--- config.mk ---
export PLATFORM = sky130hd
export DESIGN_NAME = mwc_entry_match
export DESIGN_NICKNAME = d
export VERILOG_FILES = /design/src/rtl/mem_write_checker_entry.sv
export SDC_FILE = /design/constraint.sdc
export NUM_CORES = 1
export LEC_CHECK = 0
export BUFFER_PORTS_ARGS = -buffer_cell sky130_fd_sc_hd__buf_2
export CORE_MARGIN = 3
export CORE_UTILIZATION = 30
export DETAILED_ROUTE_END_ITERATION = 7
export PLACE_DENSITY = 0.95
export SLEW_MARGIN = 5
export SYNTH_ARGS = -nofsm -noshare
export SYNTH_HDL_FRONTEND = slang
export SYNTH_SLANG_ARGS = --single-unit
--- constraint.sdc ---
create_clock -name vclk -period 2.1
set_clock_uncertainty 0.2 [all_clocks]
set_input_delay 0.105 -clock vclk [all_inputs]
set_output_delay 0.105 -clock vclk [all_outputs]
set_load 0.01 [all_outputs]
--- src/rtl/mem_write_checker_entry.sv ---
// One expectation slot: flags a write aimed at this entry and whether its data agrees.
module mwc_entry_match #(
    parameter int ADDR_W = 32,
    parameter int DATA_W = 32
) (
    input  logic              memwrite,
    input  logic [ADDR_W-1:0] dataadr,
    input  logic [DATA_W-1:0] writedata,
    input  logic [ADDR_W-1:0] exp_addr,
    input  logic [DATA_W-1:0] exp_data,
    input  logic              armed,
    output logic              addr_hit,
    output logic              data_ok
);

    // armed = entry enabled for this run and not yet satisfied
    assign addr_hit = memwrite && armed && (dataadr == exp_addr);
    assign data_ok  = (writedata == exp_data);

endmodule

# ---- Word level (Yosys, flattened, before mapping)
# Index checks and enable logic that the tools add are counted.
dict set report op_classes {
  n_eq_ne 2
  reduce_logical 2
}
# cell n
set op_table {}
lappend op_table {{== test 32 bit} 2}
lappend op_table {{logical AND 1 bit} 2}
dict set report totals {
  elab_cells 4
  input_bits 130
  out_inout_bits 2
  regBits 0
}

# ---- Logic depth before layout (Yosys ltp)
dict set report logic_depth {
  ltp_word 2
  ltp_mapped 4
  mapped_depth_nobuf 4
}

# ---- Worst setup path after synthesis
# Ideal clock, no wire load.
dict set report synth_path {
  path_type {input to output}
  from {input exp_addr[27]}
  to {output addr_hit}
  slack_ns 0.497
  path_stages 4
  arrival_ns 1.298
  cell_sequence {xor2_1 a2111o_1 or4_4 nor3_2}
}
dict set report synth_between {
  elab_chain_cells 2
}
# element line_no
set synth_rtl {}
lappend synth_rtl {{from (decl)} 9} ;# input logic [ADDR_W-1:0] exp_addr,
lappend synth_rtl {{== test 32 bit} 17} ;# assign addr_hit = memwrite && armed && (dataadr == exp_addr);
lappend synth_rtl {{logical AND 1 bit} 17}
lappend synth_rtl {{to (decl)} 12} ;# output logic addr_hit,
# Every way passes these cells.

# ---- Worst setup path after layout
# Same ends and word-level chain as after synthesis.

==> impl_metrics.yaml <==
floorplanning:
  ioPinCount: 132
  core_region_area_um2: 2230
  die_area_um2: 2990
  die-width_um: 54.7
  rows: 17
  die_h_um: 54.7
  start_util: 0.319
power_and_ir_drop:
  swShare: 0.398
  p_int_uw: 147
  power_per_cell_area_nw_per_um2: 173
  power_frac_seq: 0
  p_leak_nw: 0.784
  vdd_drop_max_uv: 109
  p_switching_uw: 96.9
  p_clk_frac: 0
  comb_power_share: 1.000
worst_setup_path:
  crit_arrival_ns: 1.51
  start_kind: "input port"
  crit_type: "in -> out"
  critPathMaxStageDelay_ns: 0.52
  cp_slowest_cell: "or4_4"
  required_ns: 1.79
  cp_cell_sequence: "buf_2 -> xor2_1 -> a2111o_1 -> or4_4 -> nor3_2 -> buf_2"
  cp_common_cell: "buf_2"
  cp_max_fo: 1
  endpoint_kind: "output port"
placed_design:
  hpwl_um: 2870
  place_congestion: 0.767
  place_area_um2: 1410
  numPortBuffers: 132
synth:
  synth.area.mux_share: 0
  synthAdderAreaFrac: 0
  yosysSeqAreaShare: 0
  yosys.cell_types.count: 11
  syn_nets: 217
  synth_area_leader_cell: "xor2_1"
  synthSimpleGateAreaFrac: 0.192
  synth_top_area_share: 0.627
  synth_xor_area_frac: 0.775
  avgSynthCellArea_um2: 8.18
  synth_top_family_by_area: "XOR/XNOR gates"
  netlist_instances: 87
  synth_area_um2: 712
  synthTopCellsByArea: "xor2_1, xnor2_1, nor4_1"
  synth-compound-area-share: 0.0281
  yosysWarnings: 0
outcome:
  status: "completed"
layout:
  area.sequential_um2: 0
  fin_nets: 351
  clkbuf_count: 0
  fin_area_um2: 1410
  flops_and_latches: 0
  fin_util: 0.630
  antennaDiodeCount: 0
  area_delta_synth_final_pct: 97.7
  drive_gt1_frac: 0.612
sta:
  period_needed_ns: 1.81
  slew_viol_final: 0
  fmax_mhz: 551
  rsz0062_at_grt: "false"
  worst_slew_pin_slew_ns: 0.309
  setup_tns_ns: 0
  finalSetupViolCount: 0
  hold_viol: 0
  max-slew-margin-rel: 0.792
  timing.final.crit_share: 0.864
grt:
  grt_usage: 0.163
  grt_pass1_vias: 1042
  antenna_found_initial: 0
  grt_pass1_wl_um: 3680
  grt_max_degree: 3
  grt_overflow: 0
drt:
  totalWireLength_um: 2930
  vias: 1118
  routedWlPerCell_um: 11.9
  drt-initial-drc-count: 3
  first_pass_iters: 2
  drc: 0
  antenna_left: 0
  viasPerCell: 4.53
clock_tree:
  postCtsSetupRepairBufs: 0
  hold_buffers: 0
  post_cts_resized: 0
worst_hold_path:
  hp-class: "in -> out"
flow_run:
  cap_violations: 0
[worst max-delay path, delay by kind of cell]
family / cells / cell delay [ns]
AND/OR/NAND/NOR: 2 / 0.63
AO/OA/AOI/OAI: 1 / 0.37
buffers and inverters: 2 / 0.26
XOR/XNOR: 1 / 0.15
[power groups by stage]
stage | Combinational [mW] | Clock [mW] | Sequential, mW
4_1_cts | 0.246 | 0 | 0
2_1_floorplan | 0.0929 | 0 | 0
5_1_grt | 0.269 | 0 | 0
3_5_place_dp | 0.245 | 0 | 0
6_report | 0.244 | 0 | 0
3_3_place_gp | 0.236 | 0 | 0
[stage by stage]
| step | setup WS (ns) | total power, mW | hold WS (ns) | cells |
|---|---|---|---|---|
| floorplan | 0.497 | 0.0929 | 0.171 | 87 |
| global placement | 0.307 | 0.236 | 0.402 | 247 |
| detailed placement | 0.286 | 0.245 | 0.404 | 247 |
| CTS | 0.286 | 0.246 | 0.406 | 247 |
| global route | 0.254 | 0.269 | 0.441 | 247 |
| finish | 0.286 | 0.244 | 0.404 | 247 |
[layout by cell type, fill, tap and decap left out, drive strengths merged]
cell,count
buf,132
xor2,51
xnor2,12
nor4,12
nand4,5
nand3,1
inv,1
o2111ai,1
a2111o,1
or4,1
nor3,1
nor2,1
[metal layers]
metal	global-route usage	routed length, µm	vias to the layer above
li1	-	-	568
met3	0.0163	249	8
met4	0.0456	56	0
met5	0	0	-
met2	0.341	1740	54
met1	0.163	878	488
[final timing paths]
| check | endpoint | depth (start not counted) | startpoint |
|---|---|---|---|
| max | addr_hit | 6 | exp_addr[27] |
| min | addr_hit | 5 | dataadr[6] |
[cells in the mapped netlist]
cell,n
a2111o_1,1
inv_1,1
nand3_1,1
nand4_1,5
nor2_1,1
nor3_2,1
nor4_1,12
o2111ai_1,1
or4_4,1
xnor2_1,12
xor2_1,51
[final cells by class]
class / count / area [µm²]
Fill cell: 223 / 826
Inverter: 1 / 3.75
Multi-Input combinational cell: 86 / 708
Tap cell: 28 / 35.0
Timing Repair Buffer: 132 / 661
[cells by family after synthesis]
family	Yosys count
xor+xnor	63
simple gates	21
compound gates	2
buf+inv	1
Note: power is estimated with default switching activity, not from simulation.
